File: config.mk
export PLATFORM = sky130hd
export DESIGN_NAME = condlogic
export DESIGN_NICKNAME = d
export VERILOG_FILES = /design/src/rtl/condlogic.sv
export SDC_FILE = /design/constraint.sdc
export NUM_CORES = 1
export LEC_CHECK = 0
export ABC_CLOCK_PERIOD_IN_PS = 2800
export BUFFER_PORTS_ARGS = -buffer_cell sky130_fd_sc_hd__buf_2
export CAP_MARGIN = 20
export CORE_ASPECT_RATIO = 1.4
export CORE_UTILIZATION = 25
export DETAILED_ROUTE_END_ITERATION = 10
export MAX_ROUTING_LAYER = met4
export SYNTH_ARGS = -nofsm -noshare
export SYNTH_HDL_FRONTEND = slang
export SYNTH_SLANG_ARGS = --single-unit
File: constraint.sdc
create_clock -name clk -period 2.8 [get_ports clk]
set_input_delay 0.56 -clock clk [delete_from_list [all_inputs] [get_ports clk]]
set_output_delay 0.56 -clock clk [all_outputs]
set_load 0.01 [all_outputs]
File: src/rtl/condlogic.sv
// rtl/condlogic.sv - ARM condition evaluation, flag register and gated write enables.
// Define CONDLOGIC_PERF_EN to build in the executed/squashed instruction counters.
module condlogic (
    input  logic        clk,
    input  logic        reset,
    input  logic [3:0]  Cond,
    input  logic [3:0]  ALUFlags,
    input  logic [1:0]  FlagW,
    input  logic        PCS,
    input  logic        NextPC,
    input  logic        RegW,
    input  logic        MemW,
    input  logic        CondSample,
    output logic        PCWrite,
    output logic        RegWrite,
    output logic        MemWrite,
    output logic [3:0]  Flags,
    output logic [31:0] ExecCount,
    output logic [31:0] SkipCount
);

    logic [3:0] r_flags;
    logic       r_cond_ex_delayed;
    logic       w_cond_ex;
    logic [1:0] w_flag_write;
    logic       w_n, w_z, w_c, w_v;

    assign {w_n, w_z, w_c, w_v} = r_flags;

    always_comb begin
        w_cond_ex = 1'b0;
        case (Cond)
            4'b0000: w_cond_ex = w_z;
            4'b0001: w_cond_ex = ~w_z;
            4'b0010: w_cond_ex = w_c;
            4'b0011: w_cond_ex = ~w_c;
            4'b0100: w_cond_ex = w_n;
            4'b0101: w_cond_ex = ~w_n;
            4'b0110: w_cond_ex = w_v;
            4'b0111: w_cond_ex = ~w_v;
            4'b1000: w_cond_ex = w_c & ~w_z;
            4'b1001: w_cond_ex = ~w_c | w_z;
            4'b1010: w_cond_ex = (w_n == w_v);
            4'b1011: w_cond_ex = (w_n != w_v);
            4'b1100: w_cond_ex = ~w_z & (w_n == w_v);
            4'b1101: w_cond_ex = w_z | (w_n != w_v);
            4'b1110: w_cond_ex = 1'b1;
            default: w_cond_ex = 1'b0;
        endcase
    end

    assign w_flag_write = FlagW & {w_cond_ex, w_cond_ex};

    always_ff @(posedge clk) begin
        if (reset) begin
            r_flags           <= 4'b0000;
            r_cond_ex_delayed <= 1'b0;
        end else begin
            if (w_flag_write[1]) r_flags[3:2] <= ALUFlags[3:2];
            if (w_flag_write[0]) r_flags[1:0] <= ALUFlags[1:0];
            r_cond_ex_delayed <= w_cond_ex;
        end
    end

    // Enables are gated by the condition evaluated in the previous (decode) cycle.
    assign PCWrite  = (PCS & r_cond_ex_delayed) | NextPC;
    assign RegWrite = RegW & r_cond_ex_delayed;
    assign MemWrite = MemW & r_cond_ex_delayed;
    assign Flags    = r_flags;

`ifdef CONDLOGIC_PERF_EN
    logic [31:0] r_exec_count;
    logic [31:0] r_skip_count;

    always_ff @(posedge clk) begin
        if (reset) begin
            r_exec_count <= 32'd0;
            r_skip_count <= 32'd0;
        end else if (CondSample) begin
            if (w_cond_ex) r_exec_count <= r_exec_count + 32'd1;
            else           r_skip_count <= r_skip_count + 32'd1;
        end
    end

    assign ExecCount = r_exec_count;
    assign SkipCount = r_skip_count;
`else
    logic w_unused_sample;
    assign w_unused_sample = CondSample;
    assign ExecCount       = 32'd0;
    assign SkipCount       = 32'd0;
`endif

endmodule

==> results of run 1 <==
-- state kept, by name, summed over array words and instances, names as in the netlist --
| register | cells |
|---|---|
| Flags | 4 |
| r_cond_ex_delayed | 1 |
-- path summary, 6_finish.rpt --
path	startpoint	to	slack, ns	depth (start not counted)
worst min register to register	Flags[1]$_SDFFE_PP0P_	Flags[1]$_SDFFE_PP0P_	0.54	2
worst max-delay path	Cond[2]	Flags[2]$_SDFFE_PP0P_	0.97	6
worst max register to register	Flags[0]$_SDFFE_PP0P_	Flags[2]$_SDFFE_PP0P_	1.04	5
worst min-delay path	Flags[1]$_SDFFE_PP0P_	Flags[1]$_SDFFE_PP0P_	0.54	2
-- worst reg2reg max path: cells and delay by family (launching register included) --
kind | cells | cell delay [ns]
compound gates | 2 | 0.54
flops | 1 | 0.40
simple gates | 1 | 0.38
xor+xnor | 1 | 0.17
mux | 1 | 0.14
-- placed cells by master (no fill, tap or decap) --
master / Yosys / final
buf_2: 1 / 22
or2b_1: 2 / 2
nand3_1: 1 / 1
and2_1: 3 / 3
o2111ai_1: 1 / 1
xor2_1: 1 / 1
mux2i_1: 6 / 6
nor2b_1: 1 / 1
a21o_1: 1 / 1
a221oi_2: 1 / 1
clkbuf_1: 0 / 1
a311oi_2: 1 / 1
nor4bb_1: 1 / 1
nor2_1: 2 / 2
nand4b_1: 1 / 1
nand2_1: 1 / 1
nand3b_1: 1 / 1
inv_1: 2 / 2
or4_1: 1 / 1
o31ai_1: 2 / 2
dfxtp_1: 5 / 5
nand2b_1: 6 / 6
or3_1: 1 / 1
clkbuf_8: 0 / 3
a22oi_1: 1 / 1
xnor2_1: 2 / 2
o32ai_1: 1 / 1
nand4_1: 1 / 1
nor3_1: 1 / 1
conb_1: 1 / 64
-- cell type report --
type                    count  area [um^2]
fillers                   391         2550
multi-input cells         104          549
repair buffers             22          110
flip-flops and latches      5          100
well taps                  40         50.0
clock buffers               4         45.0
inverters                   2         7.51
-- report_power, final --
part / internal [mW] / switching [mW] / total, mW
combinational: 0.0343 / 0.0707 / 0.105
sequential: 0.0773 / 0.00684 / 0.0842
clock: 0.0976 / 0.0343 / 0.132
-- metal layers --
metal / global-route usage, % / routed length, um / vias up
met5: - / 0 / -
met4: 5.26 / 30 / 0
met3: 0.625 / 117 / 3
met2: 10.1 / 647 / 52
met1: 6.23 / 388 / 267
li1: - / - / 291
-- through the flow --
step	utilization, %	total power, mW	hold slack, ns	worst slack [ns]
finish	25.3	0.321	0.536	0.967
global route	25.3	0.350	0.581	0.862
CTS	25.3	0.324	0.543	0.958
detailed placement	24.0	0.190	0.536	0.729
global placement	24.0	0.189	0.535	0.726
floorplan	-	0.229	0.542	0.918
-- cells by family (layout without fill, tap and decap cells) --
| family | count (synthesis) | after routing | share of synthesized area, % |
|---|---|---|---|
| compound gates | 8 | 8 | 8.56 |
| xor+xnor | 3 | 3 | 2.90 |
| buf+inv | 67 | 28 | 54.4 |
| flops | 5 | 5 | 11.1 |
| mux | 6 | 6 | 6.63 |
| other cells | 1 | 64 | 0.414 |
| simple gates | 23 | 23 | 16.0 |
==> flow_metrics.tcl, run 1 <==
set metrics [dict create \
    track_usage_pct 6.12 \
    yosysUniqueCellTypes 29 \
    start_kind "input port" \
    syn_area_um2 906 \
    cts_tree "yes" \
    cpMaxStageDelayCell "a311oi_2" \
    netlist_top_cells_count "buf_4, mux2i_1, nand2b_1" \
    path_buf_inv 1 \
    grt_pass1_wl_mm 1.70 \
    final_net_count 155 \
    yosys.area.top_type "buf_4" \
    ys_warn_count 0 \
    clk_pin_slew_worst_paths_ns 0.03 \
    hold_buffers 0 \
    dr.pass1.iters 3 \
    place.gp.congestion 0.700 \
    drcViolationCount 0 \
    synth-edff-count 0 \
    antenna_found_initial 0 \
    placed_cells 173 \
    crit_fanout 7 \
    finalCritPeriodShare_pct 65.4 \
    hold_viol_final 0 \
    drv_slew 0 \
    netlist.area_leader.share_pct 53.0 \
    clockBufferDepth 2 \
    drtIter0Drc 7 \
    min_period_ns 1.83 \
    avgViaCountPerCell 3.46 \
    worstPathCellList "buf_2 > nor4bb_1 > a221oi_2 > a311oi_2 > o31ai_1 > mux2i_1" \
    overflow 0 \
    yosysMostFrequentCell "buf_4" \
    die_x_um 52.9 \
    hpwl_mm 1.02 \
    placed_cell_area_um2 817 \
    cp_top_family "compound AO/OA/AOI/OAI gates" \
    path_class "input port to flip-flop" \
    fin_setup_tns_ns 0 \
    synth_cells 113 \
    ant_nets 0 \
    synth_flop_cell "dfxtp_1" \
    yosysSeqAreaShare_pct 11.0 \
    cts_setup_buffers 0 \
    finalWirelength_mm 1.18 \
    cp.required_ns 2.89 \
    num_antenna_cells 0 \
    clk_latency_ns 0.22 \
    cap_violations 0 \
    synth.avg_cell_area_um2 8.02 \
    cts_resized 0 \
    cts_root_buf "clkbuf_8" \
    fin_area_um2 862 \
    drive_gt1_share_pct 19.7 \
    rows 25 \
    cts-htree-levels 1 \
    grt_max_degree 10 \
    endpoint_kind "flip-flop" \
    hold_path_class "flip-flop to flip-flop" \
    clock_sinks 5 \
    synth-seq-cells 5 \
    async_flop_share_pct 0 \
    skew_ns 0.000757 \
    vdd_ir_drop_max_mv 0.269 \
    instances_no_fill 177 \
    avgRoutedWirePerCell_um 6.68 \
    vias 613 \
    status "finished clean" \
    cpPeakStageDelay_ns 0.39 \
    finalSetupViolCount 0 \
    numCtsBuffers 3 \
    rsz0062_at_grt "no" \
    io_buffer_count 22 \
    fmax_mhz 546 \
    cp_data_arrival_time_ns 1.92 \
    pin_count 88 \
    powerDensity_mw_per_mm2 372 \
    synth_top_cells_by_area "buf_4, dfxtp_1, mux2i_1" \
    die_y_um 73.2 \
    p_leak_nw 0.499 \
    coreArea_mm2 0.00341 \
    grt_pass1_vias 424 \
    dieArea_mm2 0.00387 \
    initial_core_util_pct 26.6 \
    syn2layout_area_growth_pct -4.83 \
]
No activity file was read; power rests on OpenSTA's default activity.
==> run 2: changes to the inputs <==
- ABC_CLOCK_PERIOD_IN_PS: 2800 -> 1730
- clock period: 2.8 -> 1.73 ns (I/O delays scaled with it)
==> run 2 against run 1 <==
Clock skew about the same. Critical path type is now flip-flop to flip-flop. Highest routed layer unchanged. Via count grew 8.8%. Largest cell class unchanged. Sequential power grew 60%. First-iteration DRC count down 14%. Combinational power grew 110%. Total power up 78%. Largest power group is now combinational cells.
==> flow_metrics.tcl, run 2 (synthesis results as in run 1) <==
set metrics [dict create \
    fin_area_mm2 0.00101 \
    num_antenna_cells 0 \
    drive_gt1_share_pct 31.5 \
    vdd_ir_drop_max_mv 0.382 \
    seqPwrFrac_pct 23.6 \
    coreArea_mm2 0.00341 \
    ff2ff_path_depth 5 \
    cp.required_ns 1.83 \
    p_int_uw 369 \
    instances_no_fill 186 \
    antenna_found_initial 0 \
    drtIter0Drc 6 \
    path_class "flip-flop to flip-flop" \
    start_kind "flip-flop" \
    vias 667 \
    register_area_um2 103 \
    final_common_cell "conb_1" \
    placed_cells 181 \
    finalWirelength_mm 1.37 \
    finalSetupViolCount 0 \
    clock_sinks 5 \
    slew-limit-headroom_pct 64.9 \
    report.power.total_uw 573 \
    min_period_ns 1.71 \
    avgViaCountPerCell 3.59 \
    place.gp.congestion 0.821 \
    track_usage_pct 7.07 \
    overflow 0 \
    die_x_um 52.9 \
    status "finished clean" \
    p_switching_uw 204 \
    numCtsBuffers 3 \
    grt_max_degree 10 \
    worstPathCellList "xnor2_2 > or3_4 > a311oi_4 > o31ai_4 > mux2i_1" \
    worstHoldStart "reset" \
    skew_ns 0.000716 \
    dr.pass1.iters 4 \
    regToRegSetupSlack_ns 0.02 \
    clockBufferDepth 2 \
    endpoint_kind "flip-flop" \
    avgRoutedWirePerCell_um 7.35 \
    crit_fanout 3 \
    cpMaxStageDelayCell "a311oi_4" \
    cts_root_buf "clkbuf_8" \
    hold_viol_final 0 \
    min_to "r_cond_ex_delayed$_SDFF_PP0_" \
    grt_pass1_wl_mm 1.82 \
    cp_data_arrival_time_ns 1.81 \
    hold_depth 2 \
    fmax_mhz 585 \
    cpPeakStageDelay_ns 0.45 \
    cts-htree-levels 1 \
    drcViolationCount 0 \
    pin_count 88 \
    drv_slew 0 \
    cap_violations 0 \
    hold_buffers 0 \
    multi_input_area_um2 624 \
    rsz0062_at_grt "yes" \
    clkPwrFrac_pct 37.8 \
    fillCellCount 373 \
    worst_pin_slew_ns 0.526 \
    p_sw_share_pct 35.6 \
    grt_pass1_vias 442 \
    reg2reg_from "Flags[3]$_SDFFE_PP0P_" \
    clk_pin_slew_worst_paths_ns 0.03 \
    hpwl_mm 1.14 \
    reg2reg_to "Flags[3]$_SDFFE_PP0P_" \
    most-common-layout-cells "conb_1, buf_2, buf_4" \
    finalCritPeriodShare_pct 98.9 \
    placed_cell_area_um2 877 \
    hold_path_class "input port to flip-flop" \
    p_leak_nw 0.563 \
    cts_tree "yes" \
    die_y_um 73.2 \
    rows 25 \
    clk_latency_ns 0.22 \
    ant_nets 0 \
    final_net_count 164 \
    combPwrFrac_pct 38.6 \
    syn2layout_area_growth_pct 11.2 \
    largest_reg_flops 4 \
    dieArea_mm2 0.00387 \
    io_buffer_count 22 \
    powerDensity_mw_per_mm2 569 \
    initial_core_util_pct 26.6 \
]
-- run 2: cell count changes in the layout (fill, tap and decap cells not counted), sizes merged --
cell / change
buf: +9
-- run 2: how the worst max path moves through the flow --
stage	slack [ns]	cells after the start	startpoint	to
after global placement	-0.08	6	Cond[2]	Flags[1]$_SDFFE_PP0P_
final	0.02	5	Flags[3]$_SDFFE_PP0P_	Flags[3]$_SDFFE_PP0P_
after global routing	-0.05	6	Flags[3]$_SDFFE_PP0P_	r_cond_ex_delayed$_SDFF_PP0_
after detailed placement	-0.11	6	Cond[2]	Flags[3]$_SDFFE_PP0P_
after floorplan	0.06	6	Cond[0]	Flags[0]$_SDFFE_PP0P_
after CTS	-0.008	5	Flags[3]$_SDFFE_PP0P_	Flags[3]$_SDFFE_PP0P_
-- run 2: cell type report --
| type | instances | area share [%] |
|---|---|---|
| inverters | 2 | 0.745 |
| flip-flops and latches | 5 | 10.2 |
| clock buffers | 4 | 4.47 |
| well taps | 40 | 4.97 |
| multi-input cells | 104 | 62.0 |
| repair buffers | 31 | 17.6 |
-- run 2: power by group through the flow --
stage | registers (mW) | logic [mW] | clock network [mW]
2_1_floorplan | 0.138 | 0.232 | 0
5_1_grt | 0.137 | 0.247 | 0.230
6_report | 0.135 | 0.221 | 0.217
3_3_place_gp | 0.135 | 0.188 | 0
3_5_place_dp | 0.135 | 0.189 | 0
4_1_cts | 0.133 | 0.190 | 0.223
-- run 2: metrics by stage --
| stage | setup TNS (ns) | setup slack [ns] | hold WS, ns | utilization, % |
|---|---|---|---|---|
| 2_1_floorplan | 0 | 0.0616 | 0.418 | - |
| 3_3_place_gp | -0.329 | -0.0849 | 0.532 | 25.7 |
| 3_5_place_dp | -0.389 | -0.109 | 0.533 | 25.7 |
| 4_1_cts | -0.0114 | -0.00761 | 0.369 | 27.0 |
| 5_1_grt | -0.134 | -0.0537 | 0.382 | 29.5 |
| 6_report | 0 | 0.0194 | 0.359 | 29.5 |
-- run 2: worst max-delay path: cells and delay by family, from the launching register on --
kind,cells,cell delay (ns)
AO/OA/AOI/OAI,2,0.59
multiplexers,1,0.13
flip-flops,1,0.33
XOR/XNOR,1,0.15
AND/OR/NAND/NOR,1,0.39
-- run 2: per-layer routing --
| layer | part of all wire (%) | vias to the layer above | GRT usage, % |
|---|---|---|---|
| met5 | 0 | - | - |
| met4 | 5.8 | 0 | 8.19 |
| met3 | 9.4 | 7 | 1.25 |
| met2 | 55 | 56 | 12.0 |
| met1 | 30 | 292 | 5.74 |
| li1 | - | 312 | - |
-- run 2: timing repair --
item                                    4_1_cts  5_1_grt
resized for setup                             0       13
pin swaps                                     0        4
endpoints found under the setup margin        2        4
setup buffers                                 0        1
